File: config.mk
export PLATFORM = sky130hd
export DESIGN_NAME = uart_cmd_bridge_flat
export DESIGN_NICKNAME = d
export VERILOG_FILES = /design/src/rtl/uart_bridge_pkg.sv /design/src/rtl/uart_cmd_bridge_if.sv /design/src/rtl/uart_bridge_timeout.sv /design/src/rtl/uart_cmd_bridge.sv /design/src/flat_wrapper.sv
export SDC_FILE = /design/constraint.sdc
export NUM_CORES = 1
export LEC_CHECK = 0
export BUFFER_PORTS_ARGS = -buffer_cell sky130_fd_sc_hd__buf_2
export CAP_MARGIN = 20
export CORE_MARGIN = 5
export CORE_UTILIZATION = 54
export CTS_CLUSTER_DIAMETER = 50
export DETAILED_ROUTE_END_ITERATION = 10
export PLACE_DENSITY = 0.84
export SYNTH_ARGS = -nofsm -noshare
export SYNTH_HDL_FRONTEND = slang
export SYNTH_SLANG_ARGS = --single-unit
export TNS_END_PERCENT = 1
File: constraint.sdc
create_clock -name clk_main -period 2.3 [get_ports clk_main]
set_input_delay 0.23 -clock clk_main [delete_from_list [all_inputs] [get_ports clk_main]]
set_output_delay 0.23 -clock clk_main [all_outputs]
set_load 0.03 [all_outputs]
File: src/rtl/uart_bridge_pkg.sv
// Shared FSM encoding and command bytes for the UART command bridge.
// UART_BRIDGE_CKSUM_EN adds the GET_CKSUM state to the encoding.
package uart_bridge_pkg;

   localparam logic [7:0] CMD_WR = 8'h57;
   localparam logic [7:0] CMD_RD = 8'h52;

   typedef enum logic [2:0] {
      IDLE,
      GET_ADDR,
      GET_DATA,
`ifdef UART_BRIDGE_CKSUM_EN
      GET_CKSUM,
`endif
      BUS_REQ,
      BUS_WAIT,
      SEND_RESP
   } state_t;

   // States in which the bridge may pop the UART RX FIFO
   function automatic logic is_rx_state(state_t s);
      logic r;
      r = (s == IDLE) || (s == GET_ADDR) || (s == GET_DATA);
`ifdef UART_BRIDGE_CKSUM_EN
      r = r || (s == GET_CKSUM);
`endif
      return r;
   endfunction

endpackage

File: src/rtl/uart_cmd_bridge_if.sv
// UART FIFO handshake plus register bus seen by the command bridge.
// master = bridge side, slave = UART / register-file side.
interface uart_cmd_bridge_if;
   logic [7:0] rd_out;
   logic       rf_empty;
   logic       tf_full;
   logic       rd_stb;
   logic       wr_stb;
   logic [7:0] wr_in;
   logic [7:0] reg_addr;
   logic [7:0] reg_wdata;
   logic       reg_wr;
   logic       reg_rd;
   logic [7:0] reg_rdata;
   logic       reg_ack;

   modport master (
      input  rd_out, rf_empty, tf_full, reg_rdata, reg_ack,
      output rd_stb, wr_stb, wr_in, reg_addr, reg_wdata, reg_wr, reg_rd
   );

   modport slave (
      output rd_out, rf_empty, tf_full, reg_rdata, reg_ack,
      input  rd_stb, wr_stb, wr_in, reg_addr, reg_wdata, reg_wr, reg_rd
   );
endinterface

File: src/rtl/uart_bridge_timeout.sv
// Bus-wait watchdog: counts unacknowledged BUS_WAIT cycles.
// expired flags the wait cycle whose increment makes the count reach TIMEOUT_CYC.
module uart_bridge_timeout #(
   parameter logic [15:0] TIMEOUT_CYC = 16'd1000
) (
   input  logic clk_main,
   input  logic rst_main,
   input  logic clear,
   input  logic enable,
   output logic expired
);

   logic [15:0] cnt;

   always_ff @(posedge clk_main or posedge rst_main) begin
      if (rst_main)    cnt <= '0;
      else if (clear)  cnt <= '0;
      else if (enable) cnt <= cnt + 16'd1;
   end

   // 17-bit compare so a full-range TIMEOUT_CYC cannot wrap
   assign expired = enable && (({1'b0, cnt} + 17'd1) >= {1'b0, TIMEOUT_CYC});

endmodule

File: src/rtl/uart_cmd_bridge.sv
// UART byte-stream to register-bus bridge: parses write/read frames, issues one
// bus access, returns one response byte. UART_BRIDGE_CKSUM_EN adds an XOR trailer.
module uart_cmd_bridge
   import uart_bridge_pkg::*;
#(
   parameter logic [15:0] TIMEOUT_CYC = 16'd1000,
   parameter logic [7:0]  RESP_ACK    = 8'h4B,
   parameter logic [7:0]  RESP_ERR    = 8'h45
) (
   input  logic                 clk_main,
   input  logic                 rst_main,
   uart_cmd_bridge_if.master    bus,
   output logic                 busy,
   output logic [7:0]           err_count
);

   state_t     state;
   logic       is_wr;
   logic       resp_err;
   logic [7:0] resp;
   logic       pop;
   logic       push;
   logic       tmo_clear;
   logic       tmo_en;
   logic       tmo_expired;

   // Pop is combinational so the byte is taken in the same cycle rf_empty drops
   assign pop        = !rst_main && is_rx_state(state) && !bus.rf_empty;
   assign push       = (state == SEND_RESP) && !bus.tf_full;
   assign bus.rd_stb = pop;
   assign bus.wr_stb = push;
   assign bus.wr_in  = resp;
   assign busy       = (state != IDLE);

   assign tmo_clear  = (state == BUS_REQ);
   assign tmo_en     = (state == BUS_WAIT) && !bus.reg_ack;

   uart_bridge_timeout #(
      .TIMEOUT_CYC (TIMEOUT_CYC)
   ) u_timeout (
      .clk_main (clk_main),
      .rst_main (rst_main),
      .clear    (tmo_clear),
      .enable   (tmo_en),
      .expired  (tmo_expired)
   );

`ifdef UART_BRIDGE_CKSUM_EN
   logic [7:0] cksum;

   // Running XOR; the command byte in IDLE restarts it
   always_ff @(posedge clk_main or posedge rst_main) begin
      if (rst_main)
         cksum <= '0;
      else if (pop)
         cksum <= (state == IDLE) ? bus.rd_out : (cksum ^ bus.rd_out);
   end
`endif

   always_ff @(posedge clk_main or posedge rst_main) begin
      if (rst_main) begin
         state         <= IDLE;
         is_wr         <= 1'b0;
         resp_err      <= 1'b0;
         resp          <= '0;
         bus.reg_addr  <= '0;
         bus.reg_wdata <= '0;
         bus.reg_wr    <= 1'b0;
         bus.reg_rd    <= 1'b0;
         err_count     <= '0;
      end else begin
         bus.reg_wr <= 1'b0;
         bus.reg_rd <= 1'b0;
         case (state)
            IDLE: begin
               if (pop) begin
                  if (bus.rd_out == CMD_WR || bus.rd_out == CMD_RD) begin
                     is_wr <= (bus.rd_out == CMD_WR);
                     state <= GET_ADDR;
                  end else begin
                     resp     <= RESP_ERR;
                     resp_err <= 1'b1;
                     state    <= SEND_RESP;
                  end
               end
            end
            GET_ADDR: begin
               if (pop) begin
                  bus.reg_addr <= bus.rd_out;
                  if (is_wr) begin
                     state <= GET_DATA;
                  end else begin
`ifdef UART_BRIDGE_CKSUM_EN
                     state <= GET_CKSUM;
`else
                     state      <= BUS_REQ;
                     bus.reg_rd <= 1'b1;
`endif
                  end
               end
            end
            GET_DATA: begin
               if (pop) begin
                  bus.reg_wdata <= bus.rd_out;
`ifdef UART_BRIDGE_CKSUM_EN
                  state <= GET_CKSUM;
`else
                  state      <= BUS_REQ;
                  bus.reg_wr <= 1'b1;
`endif
               end
            end
`ifdef UART_BRIDGE_CKSUM_EN
            GET_CKSUM: begin
               if (pop) begin
                  if (bus.rd_out == cksum) begin
                     state      <= BUS_REQ;
                     bus.reg_wr <= is_wr;
                     bus.reg_rd <= !is_wr;
                  end else begin
                     resp     <= RESP_ERR;
                     resp_err <= 1'b1;
                     state    <= SEND_RESP;
                  end
               end
            end
`endif
            BUS_REQ: state <= BUS_WAIT;
            BUS_WAIT: begin
               // Ack wins over a timeout landing in the same cycle
               if (bus.reg_ack) begin
                  resp     <= is_wr ? RESP_ACK : bus.reg_rdata;
                  resp_err <= 1'b0;
                  state    <= SEND_RESP;
               end else if (tmo_expired) begin
                  resp     <= RESP_ERR;
                  resp_err <= 1'b1;
                  state    <= SEND_RESP;
               end
            end
            SEND_RESP: begin
               if (push) begin
                  state <= IDLE;
                  if (resp_err && err_count != 8'hFF)
                     err_count <= err_count + 8'd1;
               end
            end
            default: state <= IDLE;
         endcase
      end
   end

endmodule

File: src/flat_wrapper.sv
// flat-port wrapper written by rule: the top's interface ports become plain ports
module uart_cmd_bridge_flat import uart_bridge_pkg::*;
#(
   parameter logic [15:0] TIMEOUT_CYC = 16'd1000,
   parameter logic [7:0]  RESP_ACK    = 8'h4B,
   parameter logic [7:0]  RESP_ERR    = 8'h45
)
  (clk_main, rst_main, busy, err_count, bus_rd_out, bus_rf_empty, bus_tf_full, bus_reg_rdata, bus_reg_ack, bus_rd_stb, bus_wr_stb, bus_wr_in, bus_reg_addr, bus_reg_wdata, bus_reg_wr, bus_reg_rd);
  uart_cmd_bridge_if bus_i ();
  input  logic clk_main;
  input  logic rst_main;
  output logic busy;
  output logic [7:0] err_count;
  input wire logic [$bits(bus_i.rd_out)-1:0] bus_rd_out;
  input wire logic [$bits(bus_i.rf_empty)-1:0] bus_rf_empty;
  input wire logic [$bits(bus_i.tf_full)-1:0] bus_tf_full;
  input wire logic [$bits(bus_i.reg_rdata)-1:0] bus_reg_rdata;
  input wire logic [$bits(bus_i.reg_ack)-1:0] bus_reg_ack;
  output wire logic [$bits(bus_i.rd_stb)-1:0] bus_rd_stb;
  output wire logic [$bits(bus_i.wr_stb)-1:0] bus_wr_stb;
  output wire logic [$bits(bus_i.wr_in)-1:0] bus_wr_in;
  output wire logic [$bits(bus_i.reg_addr)-1:0] bus_reg_addr;
  output wire logic [$bits(bus_i.reg_wdata)-1:0] bus_reg_wdata;
  output wire logic [$bits(bus_i.reg_wr)-1:0] bus_reg_wr;
  output wire logic [$bits(bus_i.reg_rd)-1:0] bus_reg_rd;
  assign bus_i.rd_out = bus_rd_out;
  assign bus_i.rf_empty = bus_rf_empty;
  assign bus_i.tf_full = bus_tf_full;
  assign bus_i.reg_rdata = bus_reg_rdata;
  assign bus_i.reg_ack = bus_reg_ack;
  assign bus_rd_stb = bus_i.rd_stb;
  assign bus_wr_stb = bus_i.wr_stb;
  assign bus_wr_in = bus_i.wr_in;
  assign bus_reg_addr = bus_i.reg_addr;
  assign bus_reg_wdata = bus_i.reg_wdata;
  assign bus_reg_wr = bus_i.reg_wr;
  assign bus_reg_rd = bus_i.reg_rd;
  uart_cmd_bridge #(.TIMEOUT_CYC(TIMEOUT_CYC), .RESP_ACK(RESP_ACK), .RESP_ERR(RESP_ERR)) u_core (.clk_main(clk_main), .rst_main(rst_main), .bus(bus_i), .busy(busy), .err_count(err_count));
endmodule
Word-level counts from Yosys, hierarchy flattened
Index checks and enable logic that the tools add are counted.
{"block": "word_totals", "reg_bits": 55, "word_cells": 78, "out_inout_bits": 37, "input_bits": 21}
{"block": "op_classes", "add_sub_neg": 3, "n_lt_le_gt_ge": 1, "n_eq_ne": 14, "reduce_logical": 23, "n_mux": 27}
{"op": "8-bit two-way mux", "n": 5}
{"op": "16-bit two-way mux", "n": 2}
{"op": "3-bit two-way mux", "n": 7}
{"op": "3-bit case mux with 6 select lines", "n": 1}
{"op": "16-bit by 1-bit adder with 17-bit output, second input constant", "n": 1}
{"op": "17-bit by 10-bit greater-or-equal comparator with 1-bit output, second input constant", "n": 1}
{"op": "16-bit by 1-bit adder with 16-bit output, second input constant", "n": 1}
{"op": "8-bit by 7-bit equality test with 1-bit output, second input constant", "n": 2}
{"op": "8-bit case mux with 2 select lines", "n": 1}
{"op": "1-bit two-way mux", "n": 10}
{"op": "2-bit != test, second input constant", "n": 5}
{"op": "8-bit by 1-bit adder with 8-bit output, second input constant", "n": 1}
{"op": "8-bit != test, second input constant", "n": 1}
{"op": "3-bit by 2-bit equality test with 1-bit output, second input constant", "n": 2}
{"op": "3-bit equality test, second input constant", "n": 2}
{"op": "1-bit logical AND", "n": 6}
{"op": "3-bit AND reduction", "n": 2}
{"op": "5-bit AND reduction", "n": 1}
{"op": "1-bit logical NOT", "n": 4}
{"op": "2-bit AND reduction", "n": 2}
{"op": "4-bit AND reduction", "n": 1}
{"op": "2-bit nonzero test", "n": 2}
{"op": "3-bit by 1-bit equality test with 1-bit output, second input constant", "n": 1}
{"op": "3-bit logical NOT", "n": 1}
{"op": "4 further kinds", "n": 6}

Logic depth before layout (Yosys ltp)
Gate-level depths: netlist of run 1.
{"block": "depth", "depth_word": 7, "mapped_depth": 8, "ltp_nobuf": 7}

Cells and area by module
From an unflattened synthesis of run 1, not the netlist that was laid out.
{"block": "hier_totals", "cells_unflattened": 261, "hier_area_um2": 2844.0}
{"module": "uart_cmd_bridge", "area_each_um2": 1715.4, "instances": 1, "seq_area_each_um2": 975.9, "cells_each": 137}
{"module": "uart_bridge_timeout", "area_each_um2": 1128.6, "instances": 1, "seq_area_each_um2": 400.4, "cells_each": 124}

Worst setup path before layout of run 1
OpenSTA, ideal clock, no wires.
{"block": "synth_timing", "path_type": "register -> register", "start": "register u_core.state[1]", "end": "register u_core.resp[4] (netlist: u_core.bus.wr_in[4])", "path_stages_with_launch": 6, "period_less_slack_ns": 2.115, "required_ns": 2.179, "arrival_time_ns": 1.994, "n_path_buf": 0, "setup_ns": 0.121, "setup_slack_ns": 0.185, "path_cell_list": "dfrtp_1 a2111oi_4 o31a_1 o21ai_0 a41o_1 a22o_1"}
{"block": "synth_between", "elab_chain_len": 7, "word_cells_on_any_way": 16, "cone_classes": "eq/ne (6); mux (1); reduce/logical (9)"}
{"element": "from (decl)", "line_no": "uart_cmd_bridge.sv:17", "source": "state_t state;"}
{"element": "from (signal assigned)", "line_no": "uart_cmd_bridge.sv:62", "source": "state <= IDLE;"}
{"element": "from (signal assigned)", "line_no": "uart_cmd_bridge.sv:79", "source": "state <= GET_ADDR;"}
{"element": "from (signal assigned)", "line_no": "uart_cmd_bridge.sv:83", "source": "state <= SEND_RESP;"}
{"element": "3-bit by 1-bit equality test with 1-bit output / 3-bit logical NOT (equally long branches)", "line_no": "uart_bridge_pkg.sv:23", "source": "r = (s == IDLE) || (s == GET_ADDR) || (s == GET_DATA);"}
{"element": "1-bit logical OR", "line_no": "uart_bridge_pkg.sv:23"}
{"element": "1-bit logical OR (*)", "line_no": "uart_bridge_pkg.sv:23"}
{"element": "1-bit logical AND (*) (2 in series)", "line_no": "uart_cmd_bridge.sv:28", "source": "assign pop = !rst_main && is_rx_state(state) && !bus.rf_empty;"}
{"element": "net bus_rd_stb", "line_no": "flat_wrapper.sv:19", "source": "output wire logic [$bits(bus_i.rd_stb)-1:0] bus_rd_stb;"}
{"element": "2-bit != test (no line) (*)"}
{"element": "4-bit AND reduction (no line) (*)"}
{"element": "to (signal assigned)", "line_no": "uart_cmd_bridge.sv:132", "source": "resp <= is_wr ? RESP_ACK : bus.reg_rdata;"}
{"element": "to (decl)", "line_no": "uart_cmd_bridge.sv:20", "source": "logic [7:0] resp;"}
The timed path passes the listed nets; every way through them passes the cells marked *.
A chain may end at the register's enable or synchronous reset.

Worst setup path after layout of run 1
{"block": "layout_timing", "start": "register u_core.u_timeout.cnt[0]", "end": "register u_core.resp[7] (netlist: u_core.bus.wr_in[7])"}
{"block": "layout_between", "elab_chain_len": 5}
{"element": "from (decl)", "line_no": "uart_bridge_timeout.sv:13", "source": "logic [15:0] cnt;"}
{"element": "from (signal assigned)", "line_no": "uart_bridge_timeout.sv:18", "source": "else if (enable) cnt <= cnt + 16'd1;"}
{"element": "16-bit by 1-bit adder with 17-bit output", "line_no": "uart_bridge_timeout.sv:22", "source": "assign expired = enable && (({1'b0, cnt} + 17'd1) >= {1'b0, TIMEOUT_CYC});"}
{"element": "17-bit by 10-bit greater-or-equal comparator with 1-bit output", "line_no": "uart_bridge_timeout.sv:22"}
{"element": "1-bit logical AND", "line_no": "uart_bridge_timeout.sv:22"}
{"element": "3-bit by 2-bit != test with 1-bit output (no line)"}
{"element": "4-bit AND reduction (no line)"}
No other way between the ends.

==> out/results.tsv, run 1 <==
stage	metric	value	unit
outcome	status	finished, final reports clean	
cells_and_area	final_core_util	64.5	%
placed_design	place_area	3150	um^2
synth	syn_area	2780	um^2
floorplan	rows	26	
clocking	root_buffer	clkbuf_8	
sta	hold_ws	0.136	ns
sta	setup_viol	0	
setup_path	cp-end-kind	flip-flop	
routing	drtAntennaViolNets	0	
sta	worst_pin_slew	0.477	ns
placed_design	dp_worst_setup_slack	0.238	ns
sta	final-max-slew-violation-count	0	
setup_path	start_kind	flip-flop	
routing	viasPerCell	5.68	
synth	syn_area_per_cell	10.7	um^2
synth	ys_top_cells_by_area	dfrtp_1 (49%), mux2_2 (6.9%), o21ai_0 (4.0%), xnor2_1 (3.5%), nor2_1 (3.1%)	
floorplan	io_pins	58	
pwr	vdd_drop_max	0.682	mV
cells_and_area	area_growth	16.9	%
cells_and_area	fin_cells	391	
clocking	clk_pin_slew	0.10	ns
synth	synthArstFlopShare	100	%
routing	routedWlPerCell	15.5	um
cells_and_area	seqCellArea	1380	um^2
sta	rsz0062_at_grt	no	
synth	ys.flop_type	dfrtp_1	
pwr	power-per-cell-area	1030	nW/um^2
grt	grt_max_degree	38	
floorplan	die_h	81.8	um
clocking	clockBufferDepth	2	
synth	synth_top_area_share	49.5	%
routing	first_iter_violations	118	
clocking	cts_tree	built	
synth	yosysWarnings	0	
sta	skew	0.00926	ns
cells_and_area	layout_commonest_cell	buf_2	
clocking	htree_levels	2	
cells_and_area	drive_gt1_share	30.8	%
grt	grt_pass1_vias	2270	
placed_design	port_buffers	57	
synth	yosys.area.top_type	dfrtp_1	
setup_path	cp.required	2.50	ns
setup_path	crit_type	flip-flop to flip-flop	
floorplan	die_x	81.8	um
cells_and_area	layout_common_cells	buf_2 (57), dfrtp_1 (54), nor2_1 (23)	
sta	timing.fmax	464	MHz
clocking	cts_made_buffers	5	
synth	synth_seq_cells	55	
pwr	power	3.36	mW
clocking	clk-insertion-delay-late	0.31	ns
placed_design	dp_hpwl	4380	um
routing	vias	2220	
routing	drc	0	
clocking	numClockSinks	55	
grt	antenna_found_initial	0	
setup_path	cp.arrival	2.35	ns
clocking	postCtsSetupBuffers	0	
sta	max-slew-margin-rel	67.9	%
sta	hold_violations	0	
routing	dr.pass1.iters	4	
placed_design	dp_cells	382	
sta	post-route-period-util	93.6	%
job	drv_cap	0	
grt	grt_overflow_total	0	
sta	setup_tns	0	ns
synth	synthesis.instances	261	
synth	synth_nets	284	
synth	ys_types	49	
setup_path	crit_path_max_fanout	6	
pwr	p_leak	1.50	nW
routing	wl	6080	um
cells_and_area	fillers	405	
sta	period_needed	2.15	ns
cells_and_area	nets	343	
cells_and_area	multi_input_area	1320	um^2
grt	grt_pass1_wl	10500	um
floorplan	core	5040	um^2
min_path	holdCritPathClass	input port to flip-flop	
cells_and_area	fin_area	3250	um^2
synth	yosysSeqAreaShare	49.5	%
floorplan	die-area	6690	um^2
synth	synth_edf_count	0	
placed_design	gp_congestion	0.873	
grt	grt_usage	20.0	%
floorplan	start_util	55.2	%
sta	worst_slack	0.146	ns
cells_and_area	antennaDiodeCount	0	
-- sequential cells by signal, indices dropped and copies added, names as in the netlist --
| register | cells |
|---|---|
| u_core.u_timeout.cnt | 16 |
| u_core.bus.reg_addr | 8 |
| u_core.bus.reg_wdata | 8 |
| u_core.bus.wr_in | 8 |
| u_core.err_count | 8 |
| u_core.state | 3 |
| u_core.bus.reg_rd | 1 |
| u_core.bus.reg_wr | 1 |
| u_core.is_wr | 1 |
| u_core.resp_err | 1 |
-- power breakdown --
| part | internal [mW] | total, mW | switching, mW |
|---|---|---|---|
| Sequential | 1.21 | 1.46 | 0.253 |
| Combinational | 0.505 | 1.36 | 0.855 |
| Clock | 0.220 | 0.540 | 0.320 |
-- what timing repair did --
item / in CTS / in global routing
endpoints found under the hold margin: 18 / 0
endpoints found under the setup margin: 0 / 3
hold buffers: 1 / 0
resized for setup: 0 / 1
-- final timing paths --
kind                            depth (start not counted)  slack (ns)               startpoint                     end
min in group asynchronous                               3        0.49                 rst_main  u_core.bus.reg_addr[2]
worst min-delay path                                    2        0.14         bus_reg_rdata[6]     u_core.bus.wr_in[6]
worst min register to register                          1        0.49      u_core.bus.wr_in[3]     u_core.bus.wr_in[3]
max in group asynchronous                               4        1.27                 rst_main         u_core.state[2]
worst max-delay path                                    7        0.15  u_core.u_timeout.cnt[0]     u_core.bus.wr_in[7]
worst max register to register                          7        0.15  u_core.u_timeout.cnt[0]     u_core.bus.wr_in[7]
-- layout make-up --
type / count / area share, %
clock inverter: 2 / 0.500
inverter: 7 / 0.808
timing repair buffer: 64 / 10.9
multi-input combinational: 187 / 40.6
tap: 70 / 2.69
clock buffer: 6 / 2.23
sequential: 55 / 42.4
-- synth_stat cells, types with 2 or more instances --
cell	instances
dfrtp_1	55
nor2_1	23
o21ai_0	22
nand2_1	21
mux2_2	17
nand3_1	11
xnor2_1	11
a21oi_1	8
inv_1	7
nand4_1	7
buf_2	6
nand2b_1	6
o31ai_1	5
xor2_1	5
a22o_1	4
and3_1	4
a31oi_1	3
clkbuf_1	3
nor3_1	3
nor4_4	3
a21o_1	2
a41oi_2	2
buf_4	2
ha_1	2
nand3b_1	2
o21a_1	2
o22a_1	2
o2bb2ai_1	2
-- layer usage --
metal  global-route usage (%)  routed length, um
met5                        0                  0
met4                     5.81                 61
met1                     26.7               2690
met3                     4.93                348
met2                     32.3               2970
-- worst max-delay path: stages, from the launching register on --
cell,delay [ns]
dfrtp_1,0.45
ha_1,0.27
nand2b_1,0.17
o32a_1,0.31
o21ai_0,0.17
nand3_1,0.17
a41o_1,0.28
a22o_1,0.24
-- logic make-up after synthesis --
group / Yosys count / share of synthesized area (%)
AOI/OAI and AO/OA: 61 / 15.7
xor gates and xnor gates: 16 / 5.04
adders and majority gates: 2 / 0.900
buffers and inverters: 19 / 3.10
DFF: 55 / 49.5
muxes: 18 / 7.24
and+or+nand+nor: 90 / 18.6
Power figures use the tool's default switching activity.
==> run 2, diff against run 1 <==
--- a/config.mk
+++ b/config.mk
@@ -12,6 +12,7 @@
 export CTS_CLUSTER_DIAMETER = 50
 export DETAILED_ROUTE_END_ITERATION = 10
 export PLACE_DENSITY = 0.84
+export SLEW_MARGIN = 20
 export SYNTH_ARGS = -nofsm -noshare
 export SYNTH_HDL_FRONTEND = slang
 export SYNTH_SLANG_ARGS = --single-unit
==> constraint.sdc (replaced) <==
create_clock -name clk_main -period 2.3 [get_ports clk_main]
set_input_delay 0.575 -clock clk_main [delete_from_list [all_inputs] [get_ports clk_main]]
set_output_delay 0.575 -clock clk_main [all_outputs]
set_load 0.03 [all_outputs]
==> run 2 against run 1 <==
Effect of this change: combinational power is 4% higher; sequential share of layout area shrank 0.37 points; via count about the same; global-route usage is 0.17 points lower; sequential power about the same; clock power grew 9.8%; largest cell class unchanged; worst setup slack worse by 0.070 ns; core utilization increased by 0.62 points; non-clock buffer count grew 2; register-to-register slack better by 0.04 ns; clock skew shrank 0.0048 ns; largest power group unchanged.
==> out/results.tsv, run 2 (synthesis gave the netlist of run 1 again) <==
stage	metric	value	unit
routing	vias	2218	
clocking	cts_tree	built	
routing	first_iter_violations	161	
setup_path	cp-end-kind	output port	
grt	antenna_found_initial	0	
sta	period_needed	2.22	ns
clocking	clk_pin_slew	0.10	ns
outcome	status	finished, final reports clean	
cells_and_area	fin_area	3280	um^2
floorplan	die_x	81.8	um
floorplan	io_pins	58	
sta	post-route-period-util	96.7	%
pwr	power	3.45	mW
cells_and_area	fillers	393	
setup_path	start_kind	flip-flop	
routing	drc	0	
grt	grt_pass1_wl	10200	um
clocking	clockBufferDepth	2	
floorplan	rows	26	
pwr	power-per-cell-area	1050	nW/um^2
placed_design	place_area	3170	um^2
sta	final-max-slew-violation-count	0	
clocking	root_buffer	clkbuf_8	
sta	setup_tns	0	ns
cells_and_area	largest_reg_flops	16	
cells_and_area	layout_commonest_cell	buf_2	
sta	worst_pin_slew	0.474	ns
placed_design	gp_congestion	0.861	
sta	setup_viol	0	
sta	timing.fmax	450	MHz
grt	grt_overflow_total	0	
cells_and_area	nets	345	
placed_design	dp_hpwl	4390	um
sta	rsz0062_at_grt	no	
grt	grt_max_degree	36	
setup_path	cp.arrival	1.65	ns
routing	routedWlPerCell	15.4	um
sta	hold_violations	0	
clocking	clk-insertion-delay-late	0.31	ns
pwr	p_leak	1.51	nW
setup_path	crit_type	flip-flop to output port	
clocking	cts_made_buffers	5	
setup_path	cp.required	1.73	ns
sta	max-slew-margin-rel	68.4	%
sta	skew	0.00443	ns
cells_and_area	layout_common_cells	buf_2 (56), dfrtp_1 (53), nor2_1 (23)	
job	drv_cap	0	
cells_and_area	antennaDiodeCount	0	
floorplan	core	5040	um^2
cells_and_area	area_growth	18.0	%
floorplan	die_h	81.8	um
grt	grt_pass1_vias	2269	
cells_and_area	drive_gt1_share	32.2	%
floorplan	start_util	55.2	%
grt	grt_usage	19.8	%
setup_path	crit_path_max_fanout	8	
min_path	holdCritPathClass	input port to asynchronous set/reset pin	
routing	viasPerCell	5.64	
routing	dr.pass1.iters	4	
floorplan	die-area	6690	um^2
pwr	vdd_drop_max	0.670	mV
placed_design	port_buffers	57	
routing	wl	6040	um
clocking	htree_levels	2	
routing	drtAntennaViolNets	0	
cells_and_area	top_register	u_core.u_timeout.cnt	
clocking	numClockSinks	55	
-- run 2: cell count changes in the layout (fill, tap and decap cells not counted) --
cell / delta
inv_6: -1
buf_4: +4
dfrtp_2: +1
clkbuf_8: +2
clkbuf_1: -1
buf_2: -1
dlygate4sd3_1: -1
dfrtp_1: -1
-- run 2: worst paths after layout --
kind / startpoint / endpoint / slack, ns / cells past startpoint
max: u_core.state[2] / bus_rd_stb / 0.08 / 4
min: rst_main / u_core.bus.reg_addr[7] / 0.29 / 2
max reg2reg: u_core.u_timeout.cnt[3] / u_core.bus.wr_in[0] / 0.19 / 6
min reg2reg: u_core.bus.reg_addr[1] / u_core.bus.reg_addr[1] / 0.51 / 1
max in group asynchronous: rst_main / u_core.state[2] / 1.47 / 3
min in group clk_main: bus_reg_rdata[0] / u_core.bus.wr_in[0] / 0.48 / 2
-- run 2: area by class of cell --
type / instances / area (um^2) / share of cell area [%]
repair buffers: 66 / 368 / 11.2
flip-flops and latches: 55 / 1380 / 42.0
clock buffers: 7 / 96.3 / 2.93
multi-input cells: 187 / 1320 / 40.2
well taps: 70 / 87.6 / 2.67
inverters: 7 / 26.3 / 0.800
clock inverters: 1 / 7.51 / 0.229
-- run 2: power breakdown --
part           leakage, nW  total, mW  internal, mW  switching [mW]
Combinational        0.755       1.41         0.535           0.877
Sequential           0.709       1.44          1.21           0.233
Clock               0.0505      0.593         0.275           0.319
-- run 2: per-layer routing --
metal | wire length (um) | up-vias | GRT usage, %
li1 | - | 1067 | -
met1 | 2630 | 1077 | 24.6
met3 | 359 | 8 | 5.81
met2 | 2970 | 66 | 33.2
met4 | 76 | 0 | 6.48
met5 | 0 | - | 0
-- run 2: worst max-delay path: stages (launching register included) --
cell	delay, ns
dfrtp_2	0.46
buf_4	0.18
a2111oi_4	0.33
buf_4	0.20
buf_4	0.16
-- run 2: timing repair --
item,4_1_cts,5_1_grt
hold buffers,0,0
gates cloned,0,0
endpoints found under the setup margin,1,4
endpoints found under the hold margin,0,0
resized for setup,1,3
setup buffers,0,1
-- run 2: through the flow --
step	instances	setup WS (ns)	hold WS, ns	util [%]
global route	393	0.00196	0.308	65.1
detailed placement	384	0.191	0.481	62.8
floorplan	261	0.0981	0.464	-
CTS	392	0.00773	0.291	64.9
global placement	384	0.252	0.473	62.8
finish	393	0.0760	0.286	65.1
==> run 3, diff against run 2 <==
--- a/config.mk
+++ b/config.mk
@@ -11,6 +11,7 @@
 export CORE_UTILIZATION = 54
 export CTS_CLUSTER_DIAMETER = 50
 export DETAILED_ROUTE_END_ITERATION = 10
+export MAX_ROUTING_LAYER = met4
 export PLACE_DENSITY = 0.84
 export SLEW_MARGIN = 20
 export SYNTH_ARGS = -nofsm -noshare
==> run 3 against run 2 <==
Effect of this change: global-route usage increased by 0.52 points; via count fell by 0.23%; combinational power barely moved; largest cell class unchanged; core utilization is the same; flip-flop and latch count unchanged; routed wire length fell by 0.25%; clock skew is essentially flat; fmax is 0.35% higher; first-iteration DRC count down 2.5%.
==> out/results.tsv, run 3 (synthesis gave the netlist of run 1 again) <==
stage	metric	value	unit
setup_path	path_depth	4	
placed_design	dp_hpwl	4390	um
sta	final-max-slew-violation-count	0	
setup_path	r2r-end	u_core.bus.wr_in[0]	
clocking	numClockSinks	55	
routing	drtAntennaViolNets	0	
sta	hold_ws	0.286	ns
pwr	vdd_drop_max	0.669	mV
cells_and_area	fillers	393	
floorplan	die_x	81.8	um
grt	grt_pass1_vias	2265	
clocking	root_buffer	clkbuf_8	
cells_and_area	layout_common_cells	buf_2 (56), dfrtp_1 (53), nor2_1 (23)	
routing	routedWlPerCell	15.3	um
setup_path	r2r-start	u_core.u_timeout.cnt[3]	
cells_and_area	largest_reg_flops	16	
grt	grt_max_degree	36	
setup_path	critPathCapture	bus_rd_stb	
pwr	power-per-cell-area	1050	nW/um^2
floorplan	core	5040	um^2
routing	drc	0	
setup_path	cp.arrival	1.64	ns
grt	grt_usage	20.4	%
setup_path	r2r_cells	6	
routing	viasPerCell	5.63	
sta	setup_tns	0	ns
grt	grt_pass1_wl	10200	um
pwr	seqPwrFrac	41.8	%
sta	period_needed	2.22	ns
cells_and_area	final_core_util	65.1	%
grt	grt_overflow_total	0	
cells_and_area	antennaDiodeCount	0	
pwr	p_int	2.02	mW
floorplan	die-area	6690	um^2
setup_path	start_kind	flip-flop	
clocking	htree_levels	2	
setup_path	critPathSlowestCell	dfrtp_2	
min_path	holdCritPathClass	input port to asynchronous set/reset pin	
sta	max-slew-margin-rel	69.5	%
sta	rsz0062_at_grt	no	
setup_path	cp-end-kind	output port	
sta	skew	0.00396	ns
setup_path	critPathTopFamily	buffers and inverters	
sta	setup_viol	0	
cells_and_area	top_register	u_core.u_timeout.cnt	
job	drv_cap	0	
floorplan	die_h	81.8	um
placed_design	gp_congestion	0.874	
pwr	p_clk_share	17.2	%
sta	hold_violations	0	
grt	antenna_found_initial	0	
pwr	p_leak	1.51	nW
setup_path	cpPeakStageDelay	0.46	ns
pwr	power	3.45	mW
setup_path	cp.required	1.73	ns
floorplan	rows	26	
cells_and_area	area_growth	18.0	%
placed_design	dp_cells	384	
cells_and_area	nets	345	
cells_and_area	drive_gt1_share	32.2	%
clocking	clk_pin_slew	0.10	ns
setup_path	rrSetupSlack	0.17	ns
sta	timing.fmax	451	MHz
sta	post-route-period-util	96.4	%
cells_and_area	layout_commonest_cell	buf_2	
pwr	power_frac_comb	41.0	%
routing	wl	6020	um
setup_path	path_buf_inv	3	
floorplan	io_pins	58	
pwr	p_sw_share	41.4	%
setup_path	crit_top_cell	buf_4	
placed_design	port_buffers	57	
setup_path	startpoint	u_core.state[2]	
routing	dr.pass1.iters	4	
floorplan	start_util	55.2	%
setup_path	crit_type	flip-flop to output port	
clocking	clockBufferDepth	2	
clocking	clk-insertion-delay-late	0.31	ns
routing	vias	2213	
pwr	p_switching	1.43	mW
clocking	cts_made_buffers	5	
sta	worst_pin_slew	0.457	ns
clocking	cts_tree	built	
cells_and_area	fin_cells	393	
setup_path	crit_chain	buf_4 -> a2111oi_4 -> buf_4 -> buf_4	
routing	first_iter_violations	157	
setup_path	crit_path_max_fanout	8	
outcome	status	finished, final reports clean	
## run 3: worst min path at each step
stage	to	startpoint	slack [ns]
after floorplan	u_core.resp_err	u_core.resp_err	0.46
after global placement	u_core.bus.wr_in[1]	u_core.bus.wr_in[1]	0.47
after detailed placement	u_core.resp_err	u_core.resp_err	0.48
after CTS	u_core.bus.reg_addr[7]	rst_main	0.29
after global routing	u_core.bus.reg_addr[6]	rst_main	0.31
final	u_core.bus.reg_addr[7]	rst_main	0.29
## run 3: worst register-to-register path, stage by stage, from the launching register on
cell	delay (ns)
dfrtp_1	0.53
nand3_2	0.18
nor4_4	0.40
nand2_1	0.12
xor2_1	0.28
a41oi_2	0.26
o22a_1	0.25
## run 3: power by group through the flow
stage          logic [mW]  clock network [mW]  registers [mW]
2_1_floorplan       0.663                   0            1.76
3_3_place_gp         1.36                   0            1.44
3_5_place_dp         1.40                   0            1.45
4_1_cts              1.40               0.606            1.44
5_1_grt              1.54               0.654            1.48
6_report             1.41               0.593            1.44
## run 3: area by class of cell
cell class / instances / area, um^2 / area share (%)
well taps: 70 / 87.6 / 2.67
inverters: 7 / 26.3 / 0.800
repair buffers: 66 / 368 / 11.2
flip-flops and latches: 55 / 1380 / 42.0
clock inverters: 1 / 7.51 / 0.229
clock buffers: 7 / 96.3 / 2.93
multi-input cells: 187 / 1320 / 40.2
## run 3: through the flow
step / setup slack [ns] / area (um^2)
3_5_place_dp: 0.191 / 3170
6_report: 0.0837 / 3280
4_1_cts: 0.00773 / 3270
2_1_floorplan: 0.0981 / 2780
5_1_grt: 0.00188 / 3280
3_3_place_gp: 0.252 / 3170
## run 3: routing by layer
layer | wire (um) | up-vias | GRT usage [%]
li1 | - | 1069 | -
met1 | 2720 | 1077 | 25.6
met2 | 3000 | 61 | 33.1
met3 | 248 | 6 | 4.17
met4 | 55 | 0 | 6.48
met5 | 0 | - | -
## run 3: timing repair
item / 4_1_cts / 5_1_grt
gates resized for setup: 1 / 3
setup buffers: 0 / 1
gates cloned: 0 / 0
hold buffers: 0 / 0
endpoints found under the setup margin: 1 / 4
